`config.mk`:
```
export PLATFORM = sky130hd
export DESIGN_NAME = ram_queue_reader
export DESIGN_NICKNAME = d
export VERILOG_FILES = /design/src/rtl/ram_queue_reader_pkg.sv /design/src/rtl/ram_queue_reader_reg_fifo.sv /design/src/rtl/ram_queue_reader.sv
export SDC_FILE = /design/constraint.sdc
export NUM_CORES = 1
export LEC_CHECK = 0
export BUFFER_PORTS_ARGS = -buffer_cell sky130_fd_sc_hd__buf_2
export CAP_MARGIN = 10
export CORE_MARGIN = 2
export CORE_UTILIZATION = 45
export CTS_CLUSTER_SIZE = 28
export DETAILED_ROUTE_END_ITERATION = 16
export HOLD_SLACK_MARGIN = 0.08
export PLACE_DENSITY_LB_ADDON = 0.1
export SLEW_MARGIN = 15
export SYNTH_ARGS = -nofsm -noshare
export SYNTH_HDL_FRONTEND = slang
export SYNTH_HIERARCHICAL = 1
export SYNTH_SLANG_ARGS = --single-unit
export TNS_END_PERCENT = 1
```
`constraint.sdc`:
```
create_clock -name clk -period 2.3 [get_ports clk]
set_clock_uncertainty 0.05 [all_clocks]
set_input_delay 0.115 -clock clk [delete_from_list [all_inputs] [get_ports clk]]
set_output_delay 0.115 -clock clk [all_outputs]
set_load 0.02 [all_outputs]
```
`src/rtl/ram_queue_reader_pkg.sv`:
```
// Shared constants and small sizing helpers for the RAM-queue read side.
// No ports; imported by reg_fifo and ram_queue_reader.
package ram_queue_reader_pkg;

  // Read latency of the RAM queue port: data arrives one cycle after a fired read.
  localparam int Q_RD_LATENCY = 32'sd1;

  // Number of entries in the local holding buffer.
  function automatic int buf_depth(input int log2_buf);
    return 32'sd1 << log2_buf;
  endfunction

  // Width of an occupancy counter able to represent 0..buf_depth inclusive.
  function automatic int count_width(input int log2_buf);
    return log2_buf + 32'sd1;
  endfunction

endpackage

```
`src/rtl/ram_queue_reader_reg_fifo.sv`:
```
// reg_fifo: flop-based holding buffer, 2**LOG2_BUF entries of DATA_WIDTH bits.
// Ports:
//   clk, reset   rising-edge clock, synchronous active-high reset
//   clr_i        synchronous clear of pointers and count (contents kept)
//   wr_en_i      write wr_data_i at the tail
//   wr_data_i    data to store
//   rd_en_i      advance the head (caller guarantees count_o != 0)
//   rd_data_o    entry at the head
//   count_o      occupancy, 0..2**LOG2_BUF
module reg_fifo
  import ram_queue_reader_pkg::*;
#(
  parameter int DATA_WIDTH = 4,
  parameter int LOG2_BUF   = 1
) (
  input  logic                  clk,
  input  logic                  reset,
  input  logic                  clr_i,
  input  logic                  wr_en_i,
  input  logic [DATA_WIDTH-1:0] wr_data_i,
  input  logic                  rd_en_i,
  output logic [DATA_WIDTH-1:0] rd_data_o,
  output logic [LOG2_BUF:0]     count_o
);

  localparam int DEPTH = buf_depth(LOG2_BUF);

  logic [DATA_WIDTH-1:0] mem_q [DEPTH];
  logic [LOG2_BUF-1:0]   wr_ptr_q;
  logic [LOG2_BUF-1:0]   rd_ptr_q;
  logic [LOG2_BUF:0]     count_q;

  // Storage, pointers and occupancy; pointers wrap naturally at DEPTH.
  always_ff @(posedge clk) begin
    if (reset) begin
      wr_ptr_q <= '0;
      rd_ptr_q <= '0;
      count_q  <= '0;
      for (int i = 0; i < DEPTH; i++) begin
        mem_q[i] <= '0;
      end
    end else if (clr_i) begin
      wr_ptr_q <= '0;
      rd_ptr_q <= '0;
      count_q  <= '0;
    end else begin
      if (wr_en_i) begin
        mem_q[wr_ptr_q] <= wr_data_i;
        wr_ptr_q        <= wr_ptr_q + (LOG2_BUF)'(1);
      end
      if (rd_en_i) begin
        rd_ptr_q <= rd_ptr_q + (LOG2_BUF)'(1);
      end
      // Simultaneous write and read leaves the occupancy unchanged.
      case ({wr_en_i, rd_en_i})
        2'b10:   count_q <= count_q + (LOG2_BUF + 1)'(1);
        2'b01:   count_q <= count_q - (LOG2_BUF + 1)'(1);
        default: count_q <= count_q;
      endcase
    end
  end

  assign rd_data_o = mem_q[rd_ptr_q];
  assign count_o   = count_q;

endmodule

```
`src/rtl/ram_queue_reader.sv`:
```
// ram_queue_reader: drains a RAM-backed queue (1-cycle read latency) into a
// registered valid/ready stream, issuing reads only when buffer space is
// guaranteed so no entry is lost or duplicated.
// Ports:
//   clk, reset   rising-edge clock, synchronous active-high reset
//   q_empty_i    queue empty flag
//   q_rready_o   read request; a read fires when q_rready_o & ~q_empty_i
//   q_rdata_i    queue data, valid the cycle after a fired read
//   m_valid_o    downstream valid (buffer non-empty)
//   m_data_o     downstream data (buffer head)
//   m_ready_i    downstream accept
//   flush_i      drop buffered and in-flight entries
//   count_o      entries held in the buffer (in-flight excluded)
module ram_queue_reader
  import ram_queue_reader_pkg::*;
#(
  parameter int DATA_WIDTH = 4,
  parameter int LOG2_BUF   = 1
) (
  input  logic                  clk,
  input  logic                  reset,
  input  logic                  q_empty_i,
  output logic                  q_rready_o,
  input  logic [DATA_WIDTH-1:0] q_rdata_i,
  output logic                  m_valid_o,
  output logic [DATA_WIDTH-1:0] m_data_o,
  input  logic                  m_ready_i,
  input  logic                  flush_i,
  output logic [LOG2_BUF:0]     count_o
);

  localparam int            CW      = count_width(LOG2_BUF);
  localparam logic [CW:0]   DEPTH_W = (CW + 1)'(buf_depth(LOG2_BUF));

  logic              inflight_q;
  logic              inflight_d;
  logic              rst_q;
  logic              pop_s;
  logic              fire_s;
  logic              rready_s;
  logic [CW:0]       need_s;
  logic [CW-1:0]     count_s;

  assign m_valid_o  = (count_s != '0);
  assign pop_s      = m_valid_o & m_ready_i;
  assign fire_s     = rready_s & ~q_empty_i;
  assign inflight_d = fire_s & ~flush_i;
  assign q_rready_o = rready_s;
  assign count_o    = count_s;

  // Credit rule: request only if held + in-flight - leaving still leaves a free slot.
  always_comb begin
    need_s = {1'b0, count_s} + {{CW{1'b0}}, inflight_q} - {{CW{1'b0}}, pop_s};
    // rst_q keeps requests off for the first cycle after reset is released.
    if (reset | rst_q | flush_i) begin
      rready_s = 1'b0;
    end else begin
      rready_s = (need_s < DEPTH_W);
    end
  end

  // In-flight tracking and post-reset hold-off flag.
  always_ff @(posedge clk) begin
    if (reset) begin
      inflight_q <= 1'b0;
      rst_q      <= 1'b1;
    end else begin
      inflight_q <= inflight_d;
      rst_q      <= 1'b0;
    end
  end

  // Returning read data is captured only while a read is outstanding and no
  // flush is discarding it; pops are ignored for state during a flush.
  reg_fifo #(
    .DATA_WIDTH (DATA_WIDTH),
    .LOG2_BUF   (LOG2_BUF)
  ) u_buf (
    .clk       (clk),
    .reset     (reset),
    .clr_i     (flush_i),
    .wr_en_i   (inflight_q & ~flush_i),
    .wr_data_i (q_rdata_i),
    .rd_en_i   (pop_s & ~flush_i),
    .rd_data_o (m_data_o),
    .count_o   (count_s)
  );

endmodule

```
==> run_results.csv, run 1 <==
group,metric,value,unit
outcome,status,"complete, but fails checks",
outcome,violations,"negative setup slack",
placement,dp_hpwl,945,um
sta,rsz0062_at_grt,"yes",
layout,stdcell_count,103,
floorplan,start_util,0.470,
synthesis,yosys-top-cells-count,"8 x edfxtp_1, 8 x nor3_1, 7 x dfxtp_1, 7 x nor2_1, 5 x nand2_1",
synthesis,synthCells,62,
worst_setup_path,crit_type,"register to primary output",
clock_network,clock_sinks,15,
sta,setup_viol,1,
routing,drt_iter0_markers,5,
floorplan,core_area,0.00149,mm^2
worst_setup_path,critPathBufInv,1,
worst_setup_path,start_kind,"register",
hold_path,hold_depth,3,
worst_setup_path,cpPeakStageDelay,0.49,ns
grt,grt_usage,0.175,
worst_setup_path,cp.arrival,2.39,ns
sta,fmax,392,MHz
placement,placedInstanceArea,815,um^2
grt,grt-ovfl-total,0,
routing,post_drt_wl_per_cell,13.1,um
placement,dpl.cell_count,95,
synthesis,synth_ff_type,"edfxtp_1",
worst_setup_path,end_kind,"primary output",
sta,min_period,2.55,ns
worst_setup_path,cpLargestDelayFamily,"adder cells",
clock_network,htree_levels,1,
layout,fin_util,0.603,
floorplan,pin_count,17,
pwr,power_switching,102,uW
grt,antenna_found_initial,0,
pwr,comb_power_share,0.091,
clock_network,clock_path_buffers,2,
pwr,p_sw_frac,0.214,
layout,multi_input_area,318,um^2
hold_path,worstHoldPathType,"primary input to register",
clock_network,clk_latency,0.27,ns
clock_network,clkTransAtPathRegs,0.08,ns
floorplan,core.rowCount,14,
synthesis,seq_area_frac_synth,0.544,
sta,report.final.hold_viol_count,0,
synthesis,ys_types,22,
placement,io_buffer_count,16,
grt,grt_first_pass_wirelength,2360,um
placement,dp_slack,0.0243,ns
routing,ant_nets,0,
worst_setup_path,cp.required,2.13,ns
worst_setup_path,cp_max_fo,2,
routing,dr.pass1.iters,4,
placement,gp_congestion,0.667,
floorplan,dieArea,0.00189,mm^2
worst_setup_path,crit_slowest_cell,"fa_1",
layout,syn_to_final_growth,28.3,%
hold_path,min_from,"q_rdata_i[3]",
synthesis,synth.net_count,74,
sta,drv_slew,0,
sta,tightest_slew,0.674,ns
grt,first_global_vias,574,
sta,relSlewSlack,0.547,
layout,stdcell_area,897,um^2
layout,seq_area,383,um^2
synthesis,ys.warnings.count,6,
pwr,p_leak,0.370,nW
floorplan,die-width,43.4,um
synthesis,netlist.area_leader.share,0.343,
synthesis,synth_area_per_cell,11.3,um^2
synthesis,ys_top_cells_by_area,"edfxtp_1 34%, dfxtp_1 20%, mux2_2 6.4%, nor3_1 5.7%, nor2_1 3.8%",
worst_setup_path,crit_chain,"o21a_1, ha_1, nand2b_4, fa_1, or4b_4, nor2_4, buf_6",
pwr,total_power,477,uW
grt,grt_max_degree,11,
synthesis,async_flop_share,0,
pwr,p_int,375,uW
pwr,seq_power_share,0.607,
sta,setup_slack,-0.250,ns
layout,fillCellCount,134,
layout,drive_above_1_share,0.391,
synthesis,synth_area,699,um^2
synthesis,synth_seq_cells,15,
pwr,p_per_area,532,mW/mm^2
pwr,vdd_drop_max,344,uV
floorplan,fp.dieH,43.4,um
flow_run,max_cap_violations,0,
worst_setup_path,reg2reg_from,"u_buf/count_o[0]$_SDFFE_PP0P_",
routing,via_per_inst,5.15,
clock_network,cts_buffers,3,
clock_network,ctsRootBufferMaster,"clkbuf_4",
worst_setup_path,rr_endpoint,"inflight_q$_SDFF_PP0_",
pwr,clockPowerShare,0.302,
synthesis,synth_edf_count,8,
layout,final_nets,100,
routing,routed_wirelength,1350,um
layout,n_antenna_cell,0,
synthesis,synth_area_leader_cell,"edfxtp_1",
clock_network,cts_tree,"built",
routing,drc,0,
hold_path,hold_end,"u_buf/mem_q[1][3]$_SDFFCE_PN0P_",
worst_setup_path,rrSetupSlack,0.01,ns
sta,min_period_over_period,1.11,
worst_setup_path,rr_worst_depth,7,
routing,num_vias,530,
==> power by group through the flow <==
| stage | Clock, mW | Sequential (mW) | Combinational [mW] |
|---|---|---|---|
| detailed placement | 0 | 0.296 | 0.0368 |
| CTS | 0.149 | 0.290 | 0.0435 |
| finish | 0.144 | 0.290 | 0.0436 |
| floorplan | 0 | 0.295 | 0.0199 |
| global route | 0.163 | 0.290 | 0.0471 |
| global placement | 0 | 0.295 | 0.0367 |
==> layout make-up <==
cell class	count	area share
well taps	16	0.0223
flip-flops and latches	15	0.427
clock buffers	4	0.0293
multi-input cells	43	0.354
inverters	3	0.0126
repair buffers	22	0.155
==> sequential cells by signal, indices dropped and copies added (netlist names), named ones only <==
signal	flops
u_buf/mem_q	8
inflight_q	1
u_buf/rd_ptr_q	1
u_buf/count_o	2
u_buf/wr_ptr_q	1
rst_q	1
==> cells in the final DEF (no fill, tap or decap), types with 2 or more instances in the layout <==
| master | netlist | final |
|---|---|---|
| buf_2 | 1 | 15 |
| nor3_1 | 8 | 8 |
| edfxtp_1 | 8 | 8 |
| nor2_1 | 7 | 6 |
| dfxtp_1 | 7 | 5 |
| nand2_1 | 5 | 5 |
| mux2_2 | 4 | 4 |
| inv_1 | 3 | 3 |
| clkbuf_4 | 0 | 3 |
| dlygate4sd3_1 | 0 | 3 |
| buf_4 | 0 | 3 |
| xnor2_1 | 3 | 3 |
| xor2_1 | 2 | 2 |
| ha_1 | 2 | 2 |
| o21ai_0 | 2 | 2 |
| dfxtp_2 | 0 | 2 |
==> tightest hold or removal path, stage by stage <==
cell	delay, ns
buf_2	0.07
nand2_1	0.05
nor2_1	0.08
==> per-stage QoR <==
step                      setup TNS [ns]  hold slack, ns
final                             -0.250           0.105
after global placement                 0           0.234
after detailed placement               0           0.234
after CTS                         -0.231           0.104
after global routing              -0.428           0.119
after floorplan                        0          0.0927
==> repair_timing <==
action                                  in CTS  in global routing
buffers inserted                             1                  0
resized for setup                            4                  0
endpoints found under the setup margin       1                  2
hold endpoints to repair                     6                  0
hold buffers                                 3                  0
pin swaps                                    1                  0
==> kinds of logic (layout without fill, tap and decap cells) <==
kind of cell             count (synthesis)  after routing  share of synthesized area
AND/OR/NAND/NOR                         26             26                      0.195
AO/OA/AOI/OAI                            5              5                     0.0465
buffers and inverters                    4             29                     0.0232
flip-flops                              15             15                      0.544
multiplexers                             4              4                     0.0644
XOR/XNOR                                 5              5                     0.0626
adder cells (fa/ha/maj)                  3              3                     0.0644
==> worst max-delay path by stage <==
| stage | start | to | slack [ns] | cells after the start |
|---|---|---|---|---|
| detailed placement | u_buf/count_o[0]$_SDFFE_PP0P_ | q_rready_o | 0.02 | 7 |
| CTS | u_buf/count_o[0]$_SDFFE_PP0P_ | q_rready_o | -0.23 | 7 |
| global placement | u_buf/count_o[0]$_SDFFE_PP0P_ | q_rready_o | 0.05 | 7 |
| finish | u_buf/count_o[0]$_SDFFE_PP0P_ | q_rready_o | -0.25 | 7 |
| global route | u_buf/count_o[0]$_SDFFE_PP0P_ | q_rready_o | -0.36 | 7 |
| floorplan | u_buf/count_o[0]$_SDFFE_PP0P_ | q_rready_o | 0.009 | 6 |
==> routing by layer <==
metal	vias up	wire length, um	GRT usage
met5	-	0	0
met3	2	63	0.0417
met4	0	12	0.0909
met2	12	727	0.301
met1	249	542	0.200
li1	267	-	-
Power figures use the tool's default switching activity.
==> inputs of run 2 (changes only) <==
==> constraint.sdc (replaced) <==
create_clock -name clk -period 2.3 [get_ports clk]
set_clock_uncertainty 0.05 [all_clocks]
set_input_delay 0.345 -clock clk [delete_from_list [all_inputs] [get_ports clk]]
set_output_delay 0.345 -clock clk [all_outputs]
set_load 0.02 [all_outputs]
==> run_results.csv, run 2 (synthesis gave the netlist of run 1 again) <==
group,metric,value,unit
outcome,status,"complete, but fails checks",
outcome,violations,"negative setup slack",
sta,drv_slew,0,
pwr,vdd_drop_max,228,uV
layout,final_nets,101,
floorplan,start_util,0.470,
sta,fin_tns_setup,-0.460,ns
layout,mostFrequentLayoutCells,"15 x buf_2, 8 x nor3_1, 8 x edfxtp_1, 7 x buf_4, 6 x nor2_1",
floorplan,core.rowCount,14,
placement,dp_hpwl,951,um
pwr,seq_power_share,0.606,
pwr,p_leak,0.377,nW
clock_network,cts_tree,"built",
layout,stdcell_area,902,um^2
worst_setup_path,critPathBufInv,1,
sta,tightest_slew,0.313,ns
routing,drt_iter0_markers,8,
routing,routed_wirelength,1220,um
pwr,clockPowerShare,0.304,
sta,rsz0062_at_grt,"yes",
grt,antenna_found_initial,0,
clock_network,clk_latency,0.27,ns
layout,syn_to_final_growth,29.0,%
layout,largest_reg_flops,8,
floorplan,fp.dieH,43.4,um
routing,post_drt_wl_per_cell,11.8,um
layout,fillCellCount,118,
worst_setup_path,crit_chain,"o21a_1, ha_1, nand2b_4, fa_1, or4b_4, nor2_4, buf_6",
clock_network,htree_levels,1,
worst_setup_path,crit_type,"register to primary output",
worst_setup_path,end_kind,"primary output",
placement,gp_congestion,0.691,
layout,stdcell_count,104,
sta,setup_viol,1,
clock_network,clkTransAtPathRegs,0.08,ns
layout,top_register,"u_buf/mem_q",
pwr,p_sw_frac,0.215,
pwr,p_int,372,uW
floorplan,dieArea,0.00189,mm^2
pwr,p_per_area,525,mW/mm^2
floorplan,core_area,0.00149,mm^2
pwr,comb_power_share,0.090,
sta,relSlewSlack,0.791,
routing,dr.pass1.iters,3,
layout,final_common_cell,"buf_2",
sta,fmax,362,MHz
grt,grt_max_degree,11,
hold_path,worstHoldPathType,"primary input to register",
clock_network,clock_sinks,15,
routing,drc,0,
sta,report.final.hold_viol_count,0,
layout,n_antenna_cell,0,
grt,grt-ovfl-total,0,
pwr,total_power,474,uW
placement,placedInstanceArea,870,um^2
worst_setup_path,crit_slowest_cell,"or4b_4",
grt,grt_usage,0.155,
pwr,power_switching,102,uW
worst_setup_path,cp.arrival,2.37,ns
floorplan,die-width,43.4,um
flow_run,max_cap_violations,0,
clock_network,clock_path_buffers,2,
clock_network,ctsHoldBuffers,0,
worst_setup_path,cp.required,1.90,ns
sta,min_period_over_period,1.20,
layout,drive_above_1_share,0.432,
clock_network,cts_buffers,3,
sta,setup_slack,-0.460,ns
routing,ant_nets,0,
worst_setup_path,cp_max_fo,2,
placement,io_buffer_count,16,
layout,fin_util,0.606,
routing,num_vias,503,
worst_setup_path,cpLargestDelayFamily,"adder cells",
worst_setup_path,cpPeakStageDelay,0.48,ns
floorplan,pin_count,17,
grt,grt_first_pass_wirelength,2090,um
worst_setup_path,start_kind,"register",
placement,dpl.cell_count,100,
sta,min_period,2.76,ns
clock_network,ctsRootBufferMaster,"clkbuf_4",
grt,first_global_vias,500,
routing,via_per_inst,4.84,
clock_network,postCtsSetupBuffers,0,
## run 2: worst paths after layout
path,from,end,slack (ns),cells after the start
worst max-delay path,u_buf/count_o[0]$_SDFFE_PP0P_,q_rready_o,-0.46,7
worst min-delay path,q_empty_i,inflight_q$_SDFF_PP0_,0.17,2
worst max register to register,u_buf/count_o[0]$_SDFFE_PP0P_,inflight_q$_SDFF_PP0_,0.03,7
worst min register to register,u_buf/rd_ptr_q$_SDFFE_PP0P_,u_buf/rd_ptr_q$_SDFFE_PP0P_,0.51,2
## run 2: through the flow
step                hold WS (ns)  setup slack [ns]
floorplan                  0.323            -0.144
finish                     0.173            -0.460
global placement           0.462            -0.212
global route               0.157            -0.563
detailed placement         0.464            -0.235
CTS                        0.168            -0.476
## run 2: power groups by stage
stage                     Combinational, mW  Clock (mW)  Sequential [mW]
after global placement               0.0416           0            0.293
final                                0.0424       0.144            0.287
after CTS                            0.0431       0.148            0.287
after global routing                 0.0470       0.163            0.288
after detailed placement             0.0419           0            0.294
after floorplan                      0.0207           0            0.293
## run 2: what timing repair did
item,4_1_cts,5_1_grt
cloned,0,0
endpoints found under the hold margin,0,0
pin swaps,0,1
gates resized for setup,2,0
endpoints found under the setup margin,1,2
## run 2: layout make-up
cell class	instances	area, um^2	share of cell area
Multi-Input combinational cell	43	318	0.352
Timing Repair Buffer	23	139	0.154
Sequential cell	15	388	0.430
Tap cell	16	20.0	0.0222
Inverter	3	11.3	0.0125
Clock buffer	4	26.3	0.0291
## run 2: worst register-to-register path, stage by stage, from the launching register on
cell	delay, ns
dfxtp_4	0.35
o21a_1	0.19
ha_1	0.27
nand2b_4	0.14
fa_1	0.46
or4b_4	0.48
buf_4	0.15
nor3_2	0.12
## run 2: layer usage
layer	vias to the layer above	GRT usage	routed length [um]
li1	269	-	-
met1	223	0.178	584
met2	9	0.257	571
met3	2	0.0417	50
met4	0	0.0909	18
met5	-	0	0
